==> src/rtl/mux_32_8.sv <==
// rtl/mux_32_8.sv - 32-to-8 transmit serializer, MSB byte first, one-word holding register
//
// Purpose: accepts 32-bit words on a valid/ready handshake and emits them as
// four 8-bit bytes (bits 31:24 first), one byte per clk_4f cycle. A one-word
// holding register allows gapless streaming at one word per four cycles.
//
// Ports:
//   clk_4f     in   1   byte-rate clock, rising edge
//   reset      in   1   asynchronous, active-high
//   data_in    in   32  word to serialize, sampled on acceptance
//   valid      in   1   data_in holds a word
//   ready      out  1   block can take a word this cycle (registered)
//   data_out   out  8   current byte, idle value when valid_out is low
//   valid_out  out  1   data_out carries a payload byte (registered)
//
// Configuration macro: MUX_IDLE_BC_EN
//   defined   -> idle value on data_out is 8'hBC (COM symbol)
//   undefined -> idle value on data_out is 8'h00

module mux_32_8 (
  input  logic        clk_4f,
  input  logic        reset,
  input  logic [31:0] data_in,
  input  logic        valid,
  output logic        ready,
  output logic [7:0]  data_out,
  output logic        valid_out
);

`ifdef MUX_IDLE_BC_EN
  localparam logic [7:0] IDLE_BYTE = 8'hBC;
`else
  localparam logic [7:0] IDLE_BYTE = 8'h00;
`endif

  typedef enum logic {IDLE, SEND} state_t;

  state_t      state;
  logic [1:0]  idx;
  logic [31:0] sh;
  logic [31:0] hold;
  logic        hold_v;

  logic        accept;
  logic        free;
  logic [31:0] load_word;
  logic [1:0]  idx_next;

  // ready mirrors ~hold_v as its own flop, so acceptance never depends
  // combinationally on valid.
  assign accept    = valid && ready;
  // The shifter can take a new word when idle or when the last byte is out.
  assign free      = (state == IDLE) || (idx == 2'd3);
  // A held word always wins over the input; ready is low while one is held.
  assign load_word = hold_v ? hold : data_in;
  assign idx_next  = idx + 2'd1;

  function automatic logic [7:0] byte_sel(input logic [31:0] w, input logic [1:0] i);
    logic [7:0] b;
    case (i)
      2'd0:    b = w[31:24];
      2'd1:    b = w[23:16];
      2'd2:    b = w[15:8];
      default: b = w[7:0];
    endcase
    return b;
  endfunction

  always_ff @(posedge clk_4f or posedge reset) begin
    if (reset) begin
      state     <= IDLE;
      idx       <= 2'd0;
      sh        <= 32'h0;
      hold      <= 32'h0;
      hold_v    <= 1'b0;
      ready     <= 1'b1;
      valid_out <= 1'b0;
      data_out  <= IDLE_BYTE;
    end else if (free) begin
      if (hold_v || accept) begin
        state     <= SEND;
        idx       <= 2'd0;
        sh        <= load_word;
        data_out  <= load_word[31:24];
        valid_out <= 1'b1;
        if (hold_v) begin
          hold_v <= 1'b0;
          ready  <= 1'b1;
        end
      end else begin
        state     <= IDLE;
        idx       <= 2'd0;
        valid_out <= 1'b0;
        data_out  <= IDLE_BYTE;
      end
    end else begin
      idx      <= idx_next;
      data_out <= byte_sel(sh, idx_next);
      // Only reachable with hold_v low, so the holding register never overflows.
      if (accept) begin
        hold   <= data_in;
        hold_v <= 1'b1;
        ready  <= 1'b0;
      end
    end
  end

endmodule

==> config.mk <==
export PLATFORM = sky130hd
export DESIGN_NAME = mux_32_8
export DESIGN_NICKNAME = d
export VERILOG_FILES = /design/src/rtl/mux_32_8.sv
export SDC_FILE = /design/constraint.sdc
export NUM_CORES = 1
export LEC_CHECK = 0
export ABC_CLOCK_PERIOD_IN_PS = 4900
export CAP_MARGIN = 10
export CORE_MARGIN = 4
export CORE_UTILIZATION = 40
export DETAILED_ROUTE_END_ITERATION = 6
export SETUP_SLACK_MARGIN = 0.5
export SLEW_MARGIN = 20
export SYNTH_ARGS = -nofsm -noshare
export SYNTH_HDL_FRONTEND = slang
export SYNTH_SLANG_ARGS = --single-unit
export TNS_END_PERCENT = 1
==> constraint.sdc <==
create_clock -name clk_4f -period 4.9 [get_ports clk_4f]
set_input_delay 0.735 -clock clk_4f [delete_from_list [all_inputs] [get_ports clk_4f]]
set_output_delay 0.735 -clock clk_4f [all_outputs]
set_load 0.05 [all_outputs]
==> run metrics, run 1 <==
status finished clean; Worst Hold Path EP sh[26]; dpl hpwl between 4000 and 5000 um; CP max stage delay roughly 0.8 ns; Mapped Area about 3500 um^2; Seq/Total Area, Yosys 0.554; CP Cell Sequence clkdlybuf4s50_1; GRT Overall Usage 0.147; worst setup margin ~2.4 ns; Residual DRC 0; crit share post-route 0.510; vias in the first global route between 2000 and 2500; RSZ-0062 raised after global routing no; PortBufs 44; CTS tree done; first-pass GRT wire length about 12000 um; Sink Count 77; Least-Margin Pin Slew about 1 ns; Worst EP arrival 1.77 ns; number of fill cells between 700 and 800; wire length per cell 16.3 um; Post-Route Setup TNS 0 ns; pre-CTS setup slack 1.90 ns; slowest CP cell clkdlybuf4s50_1; most frequent cells after synthesis dfrtp_1, mux2i_1, mux2_1, o21ai_0, o21ai_1; std cell rows 33; clk buf depth 2; post-route ant nets 0; VDD IR max 216 uV; R2R Path End hold[17]; Hold Startpoint sh[26]; post_cts resized 0; worst r2r src idx[0]; Critical Path RT around 4.2 ns; critical path endpoint category output port; Worst Reg-to-Reg Cells 4; Ant. Diodes 0; Die W between 100 and 150 um; clk slew on worst S/H paths around 0.070 ns; Core Area roughly 8300 um^2; Crit. Startpoint ready; P&R area growth vs syn 18.3%; flop and latch count out of synthesis 77; WP buf/inv 1; largest net degree at the start of global routing 54; Post-synth EDFFs 0; delay-heaviest family, CP buffers and inverters; final-report setup violation count 0; total power ~2800 uW; Inserted Clock Buffers 9; drt total wl between 7000 and 8000 um; synth warn 0; fmax 400 MHz; drt via density between 5 and 6; fin nets between 300 and 400; LEAKAGE about 0.0018 uW; Final Wtd Congestion slightly below 0.8; H-tree depth 3; crit path max fanout 5; Post-CTS Repair Setup Buffers 0; most frequent cell after synthesis dfrtp_1; hold path depth 1; Hold Crit Class reg2reg; Yosys top cell area share 0.546; pwr/cell area between 600 and 700 nW/um^2; CP Class reg2out; Ports between 40 and 50; DIE AREA 10300 um^2; Most used DFF post-synth dfrtp_1; Netlist cell types 29; antenna violations before repair 0; Slew HR 0.337; Synth async-reset ratio 1.00; layout cells sized above 1 0.101; R2R setup slack around 2.5 ns; clock insertion delay at the later pin of the skew report ~0.35 ns; post-synthesis cell count 287; crit path launch type flop; remaining global-route overflow 0; clk root buf clkbuf_8; Die Span Y between 100 and 150 um; top cells by area, synth dfrtp_1, mux2_1, mux2i_1; max-slew violations 0; initial DRC count 112; TritonRoute pass-1 iters 4; Post-Synthesis Net Count between 300 and 400; hold_buf cts 0; Hold Vio Cnt, Final 0; area leader, netlist dfrtp_1; crit path time final 2.50 ns; via count between 2000 and 2500; Initial Util 0.417; Post-Syn Area per Cell between 10 and 15 um^2; max cap viols 0; Final Skew about 0.0095 ns
-- cells by family after synthesis --
logic type / count (synthesis) / share of synthesized area
AND/OR/NAND/NOR: 32 / 0.0499
buffers and inverters: 26 / 0.0420
adder cells (fa/ha/maj): 5 / 0.0180
AO/OA/AOI/OAI: 83 / 0.141
multiplexers: 64 / 0.195
flip-flops: 77 / 0.554
-- state kept, by name, summed over array words and instances (netlist names) --
register / flops
data_out: 8
hold: 32
hold_v: 1
idx: 2
ready: 1
sh: 32
state: 1
-- how the worst max path moves through the flow --
stage                        to  slack (ns)  cells past startpoint
floorplan           data_out[0]        2.20                      1
global placement         sh[14]        1.94                      5
detailed placement       sh[23]        1.90                      5
CTS                      sh[21]        2.27                      4
global route           hold[15]        2.26                      4
finish                    ready        2.40                      1
-- final cells by class --
class / count / area, um^2 / area share
tap: 105 / 131 / 0.0319
clock inverter: 2 / 10.0 / 0.00243
sequential: 77 / 1930 / 0.468
inverter: 3 / 13.8 / 0.00334
clock buffer: 14 / 163 / 0.0395
timing repair buffer: 47 / 463 / 0.112
multi-input combinational: 184 / 1410 / 0.342
-- power breakdown --
group          switching, uW  internal (uW)  total, uW
Sequential               217            955       1170
Combinational            640            534       1170
Clock                    224            211        435
-- cell usage in the layout (no fill, tap or decap), drive strengths merged --
cell	netlist	layout
buf	15	3
o21ai	48	48
dfrtp	76	76
nand2b	9	9
clkinv	0	2
mux2	32	32
clkdlybuf4s50	0	44
ha	5	5
inv	3	3
dfstp	1	1
a31oi	1	1
or2	1	1
a21oi	10	10
and2	1	1
nand2	9	9
clkbuf	8	14
nor3	8	8
a21o	8	8
nor2	2	2
nor2b	1	1
a22oi	8	8
nand3	1	1
mux2i	32	32
a31o	8	8
-- per-layer routing --
layer / share of wire / vias to the layer above / global-route usage
li1: - / 1096 / -
met1: 0.50 / 1126 / 0.218
met2: 0.44 / 41 / 0.208
met3: 0.042 / 7 / 0.0379
met4: 0.013 / 0 / 0.0552
met5: 0 / - / 0
-- per-stage QoR --
step / hold slack, ns / utilization / instances / area (um^2)
6_report: 0.484 / 0.494 / 432 / 4120
5_1_grt: 0.500 / 0.494 / 432 / 4120
4_1_cts: 0.487 / 0.494 / 432 / 4120
3_5_place_dp: 0.469 / 0.473 / 416 / 3950
3_3_place_gp: 0.461 / 0.473 / 416 / 3950
2_1_floorplan: 0.450 / - / 287 / 3480
No activity file was read; power rests on OpenSTA's default activity.
==> inputs of run 2 (changes only) <==
ABC_CLOCK_PERIOD_IN_PS = 2190   (was 4900)
clock period = 2.19 ns   (was 4.9 ns; I/O delays follow)
==> run 2 against run 1 <==
Register-to-register slack lost 2.1 ns. Routed wire length grew 7.0%. Sequential share of layout area shrank 1.7 points. Non-clock buffer count grew 10. Setup slack lost 2.0 ns. Combinational power grew to 2.5 times the previous value. Count of clock-buffer cells in the layout is the same. Sequential power grew 120%. Global-route usage grew 1.1 points. Die area is the same. Core utilization grew 1.9 points. Sequential cell count is the same.
==> run metrics, run 2 (synthesized netlist as in run 1, its figures left out) <==
crit path max fanout 1 (was 5); post-route ant nets 0 (unchanged); Inserted Clock Buffers 9 (unchanged); clk root buf clkbuf_8 (unchanged); Hold Crit Class in2async (was reg2reg); max-slew violations 0 (unchanged); CTS tree done (unchanged); Hold Vio Cnt, Final 0 (unchanged); PortBufs 44 (unchanged); Ant. Diodes 0 (unchanged); fmax 555 MHz; H-tree depth 3 (unchanged); end point of the critical path data_out[4] (was ready); RSZ-0062 raised after global routing yes (was no); P&R area growth vs syn 22.9% (was 18.3%); remaining global-route overflow 0 (unchanged); first-pass GRT wire length 12400 um (was 11700 um); placed insts 423 (was 416); Ports 45 (unchanged); std cell rows 33 (unchanged); initial DRC count 143 (was 112); TritonRoute pass-1 iters 4 (unchanged); critical path endpoint category output port (unchanged); Least-Margin Pin Slew 0.592 ns (was 0.994 ns); largest net degree at the start of global routing 33 (was 54); final-report setup violation count 0 (unchanged); Final Skew 0.0110 ns (was 0.00952 ns); Die Span Y 101 um (unchanged); leading cell type in the layout, fill and taps excluded dfrtp_1 (unchanged); hold_buf cts 0 (unchanged); number of fill cells 762 (was 763); Die W 101 um (unchanged); delay-heaviest family, CP buffers and inverters (unchanged); Crit. Startpoint data_out[4] (was ready); Post-Route Setup TNS 0 ns (unchanged); dpl hpwl 4990 um (was 4600 um); status finished clean (unchanged); wire length per cell 17.0 um (was 16.3 um); CP Class reg2out (unchanged); slowest CP cell clkdlybuf4s50_1 (unchanged); WP buf/inv 1 (unchanged); clk slew on worst S/H paths 0.08 ns (was 0.07 ns); clock insertion delay at the later pin of the skew report 0.34 ns (was 0.35 ns); worst r2r src idx[0] (unchanged); VDD IR max 535 uV (was 216 uV); Final Wtd Congestion 0.772 (was 0.791); vias in the first global route 2398 (was 2258); Sink Count 77 (unchanged); DIE AREA 10300 um^2 (unchanged); Worst Reg-to-Reg Cells 6 (was 4); pwr/cell area 1510 nW/um^2 (was 675 nW/um^2); R2R Path End hold[26] (was hold[17]); CP Cell Sequence clkdlybuf4s50_1 (unchanged); via count 2361 (was 2270); layout cells sized above 1 0.131 (was 0.101); Cell Count, Final, Fillers Out 442 (was 432); max cap viols 0 (unchanged); GRT Overall Usage 0.158 (was 0.147); Core Area 8340 um^2 (unchanged); Worst EP arrival 1.47 ns (was 1.77 ns); Worst path depth 1 (unchanged); Initial Util 0.417 (unchanged); fin nets 373 (was 362); R2R setup slack 0.42 ns (was 2.49 ns); clk buf depth 2 (unchanged); antenna violations before repair 0 (unchanged); drt via density 5.34 (was 5.25); Slew HR 0.605 (was 0.337); LEAKAGE 0.00189 uW (was 0.00180 uW); Critical Path RT 1.86 ns (was 4.16 ns); crit share post-route 0.823; drt total wl 7540 um (was 7040 um); commonest non-fill, non-tap cells in the layout dfrtp_1, clkdlybuf4s50_1, mux2i_1 (unchanged); CP max stage delay 0.80 ns (was 0.82 ns); Residual DRC 0 (unchanged); crit path time final between 1.5 and 2 ns; crit path launch type flop (unchanged); Largest regs hold x32, sh x32, data_out x8 (unchanged)
[run 2: area by class of cell]
cell class	instances	area, um^2	area share
clock buffer	14	173	0.0404
clock inverter	1	5.00	0.00117
inverter	3	15.0	0.00351
multi-input combinational	185	1430	0.335
sequential	77	1930	0.451
tap	105	131	0.0307
timing repair buffer	57	592	0.138
[run 2: where the power goes]
group          internal, uW  total (uW)  switching, uW
Sequential             2140        2520            377
Clock                   498         971            473
Combinational          1330        2980           1650
[run 2: how the worst min path moves through the flow]
| stage | end | slack (ns) |
|---|---|---|
| floorplan | ready | 0.40 |
| global placement | sh[29] | 0.46 |
| detailed placement | sh[27] | 0.47 |
| CTS | hold[4] | 0.37 |
| global route | hold[4] | 0.39 |
| finish | hold[4] | 0.37 |
[run 2: routing by layer]
metal	track usage	vias up	part of all wire	wire length, um
met5	0	-	0	0
met4	0.0552	0	0.013	95
met3	0.0351	8	0.044	335
met1	0.218	1176	0.47	3520
met2	0.246	55	0.48	3590
li1	-	1122	-	-
[run 2: worst reg2reg max path: stages, from the launching register on]
cell and delay (ns):
dfrtp_1 0.44, ha_1 0.27, nor2b_4 0.21, buf_4 0.16, nand3_4 0.07, buf_12 0.18
mux2_1 0.33
[run 2: metrics by stage]
step	setup slack (ns)	utilization	instance area [um^2]	hold slack, ns	total power (uW)
global route	0.335	0.513	4280	0.394	6960
CTS	0.307	0.512	4270	0.370	6530
detailed placement	0.231	0.484	4040	0.466	5440
global placement	0.274	0.484	4040	0.460	5350
finish	0.387	0.513	4280	0.365	6470
floorplan	0.514	-	3490	0.398	4650
[run 2: timing repair]
item / in CTS / in global routing
pin swaps: 2 / 0
cloned: 1 / 0
endpoints found under the setup margin: 75 / 81
setup buffers: 2 / 1
resized for setup: 6 / 3
==> inputs of run 3 (changes only) <==
ABC_CLOCK_PERIOD_IN_PS = 1700   (was 2190)
clock period = 1.7 ns   (was 2.19 ns; I/O delays follow)
==> run 3 against run 2 <==
Via count fell by 1.6%. Sequential power rose by 27%. Global-route usage fell by 0.22 points. Sequential share of layout area fell by 0.59 points. Non-clock buffer count rose by 7. First-iteration DRC count fell by 15%. Combinational power rose by 35%. Setup slack got worse by 0.18 ns. Clock power rose by 28%. Sequential cell count did not move. Total power rose by 31%.
==> run metrics, run 3 (synthesized netlist as in run 1, its figures left out) <==
status finished clean (unchanged); crit path time final about 1.5 ns; Hold Vio Cnt, Final 0 (unchanged); Sink Count 77 (unchanged); Initial Util 0.417 (unchanged); commonest non-fill, non-tap cells in the layout dfrtp_1, clkdlybuf4s50_1, mux2i_1 (unchanged); Residual DRC 0 (unchanged); Worst EP arrival 1.73 ns (was 1.47 ns); DIE AREA 10300 um^2 (unchanged); crit path max fanout 16 (was 1); Core Area 8340 um^2 (unchanged); CTS tree done (unchanged); Worst Reg-to-Reg Cells 6 (unchanged); fmax approximately 670 MHz; Die W 101 um (unchanged); Final Wtd Congestion 0.778 (was 0.772); first-pass GRT wire length 12400 um (about the same); GRT Overall Usage 0.156 (was 0.158); Ant. Diodes 0 (unchanged); Largest regs hold x32, sh x32, data_out x8 (unchanged); P&R area growth vs syn 24.5% (was 22.9%); largest net degree at the start of global routing 54 (was 33); VDD IR max 606 uV (was 535 uV); drt via density 5.17 (was 5.34); max cap viols 0 (unchanged); Slew HR 0.798 (was 0.605); post-route ant nets 0 (unchanged); NetSw 3260 uW (was 2500 uW); worst r2r src idx[1] (was idx[0]); crit path launch type flop (unchanged); LEAKAGE 0.00192 uW (was 0.00189 uW); remaining global-route overflow 0 (unchanged); Least-Margin Pin Slew 0.303 ns (was 0.592 ns); layout cells sized above 1 0.201 (was 0.131); wire length per cell 16.1 um (was 17.0 um); total power 8480 uW (was 6470 uW); R2R Path End sh[25] (was hold[26]); pre-CTS setup slack 0.0747 ns (was 0.231 ns); R2R setup slack 0.21 ns (was 0.42 ns); Post-Route Setup TNS 0 ns (unchanged); sw frac 0.385 (was 0.387); Hold Crit Class in2async (unchanged); H-tree depth 3 (unchanged); RSZ-0062 raised after global routing yes (unchanged); critical path endpoint category flop (was output port); Final Skew 0.00658 ns (was 0.0110 ns); worst setup margin 0.210 ns (was 0.387 ns); max-slew violations 0 (unchanged); final-report setup violation count 0 (unchanged); clock share of power 0.146 (was 0.150); combinational cell fraction of total power 0.475 (was 0.461); clock insertion delay at the later pin of the skew report 0.34 ns (about the same); initial DRC count 121 (was 143); register share of total power 0.379 (was 0.389); PortBufs 44 (unchanged); Die Span Y 101 um (unchanged); dpl hpwl 5160 um (was 4990 um); drt total wl 7220 um (was 7540 um); hold_buf cts 0 (unchanged); Critical Path RT 1.94 ns (was 1.86 ns); crit share post-route 0.876; Internal 5210 uW (was 3970 uW); clk buf depth 2 (unchanged); via count 2323 (was 2361); CP Class reg2reg (was reg2out); clk root buf clkbuf_8 (unchanged); TritonRoute pass-1 iters 4 (unchanged); pwr/cell area 1960 nW/um^2 (was 1510 nW/um^2); clk slew on worst S/H paths 0.08 ns (about the same); std cell rows 33 (unchanged); antenna violations before repair 0 (unchanged); fin nets 379 (was 373); vias in the first global route 2509 (was 2398); Inserted Clock Buffers 9 (unchanged); Ports 45 (unchanged); leading cell type in the layout, fill and taps excluded dfrtp_1 (unchanged)
==> run 3: changes by cell type in the layout (fill, tap and decap cells not counted), moves of 2 or more <==
cell,before,now
clkinvlp_4,1,3
buf_4,8,22
buf_6,0,2
buf_12,4,6
ha_2,0,5
ha_1,5,0
clkinv_2,1,3
clkdlybuf4s50_1,41,34
clkbuf_8,12,10
clkbuf_1,2,0
==> run 3: cell type report <==
cell class              count  area [um^2]
fillers                   755         4010
flip-flops and latches     77         1930
multi-input cells         184         1430
repair buffers             64          648
clock buffers              10          138
well taps                 105          131
clock inverters             6         38.8
inverters                   3         15.0
==> run 3: worst max path at each step <==
stage	cells past startpoint	start	endpoint	slack, ns
finish	6	idx[1]	sh[25]	0.21
global route	6	idx[0]	data_out[7]	0.13
CTS	5	idx[1]	hold[28]	0.19
detailed placement	6	idx[0]	sh[0]	0.07
global placement	5	valid	sh[25]	0.08
floorplan	5	state	hold[0]	0.02
==> run 3: per-layer routing <==
| layer | global-route usage | wire, um | vias up | part of all wire |
|---|---|---|---|---|
| met2 | 0.239 | 3300 | 41 | 0.46 |
| li1 | - | - | 1130 | - |
| met5 | 0 | 0 | - | 0 |
| met4 | 0.0675 | 131 | 0 | 0.018 |
| met3 | 0.0255 | 233 | 9 | 0.032 |
| met1 | 0.219 | 3550 | 1143 | 0.49 |
==> run 3: timing repair <==
item,4_1_cts,5_1_grt
setup endpoints to repair,76,80
resized for setup,5,5
gates cloned,0,0
setup buffers,0,1
==> run 3: critical path, stage by stage (launching register included) <==
cell and delay [ns]:
dfrtp_1 0.36, ha_2 0.21, nor2b_4 0.06, buf_4 0.15
or2_4 0.27, buf_6 0.16, a21o_1 0.18
==> run 3: power by group through the flow <==
stage | logic, uW | registers [uW] | clock network, uW
after floorplan | 2520 | 3470 | 0
after global placement | 3900 | 3230 | 0
after detailed placement | 3970 | 3260 | 0
after CTS | 4030 | 3230 | 1280
after global routing | 4460 | 3330 | 1380
final | 4020 | 3210 | 1240
==> run 3: per-stage QoR <==
stage / hold WS [ns] / instances / instance area [um^2] / util
2_1_floorplan: 0.325 / 287 / 3490 / -
3_3_place_gp: 0.460 / 432 / 4120 / 0.494
3_5_place_dp: 0.468 / 432 / 4120 / 0.494
4_1_cts: 0.356 / 448 / 4310 / 0.517
5_1_grt: 0.371 / 449 / 4330 / 0.520
6_report: 0.337 / 449 / 4330 / 0.520
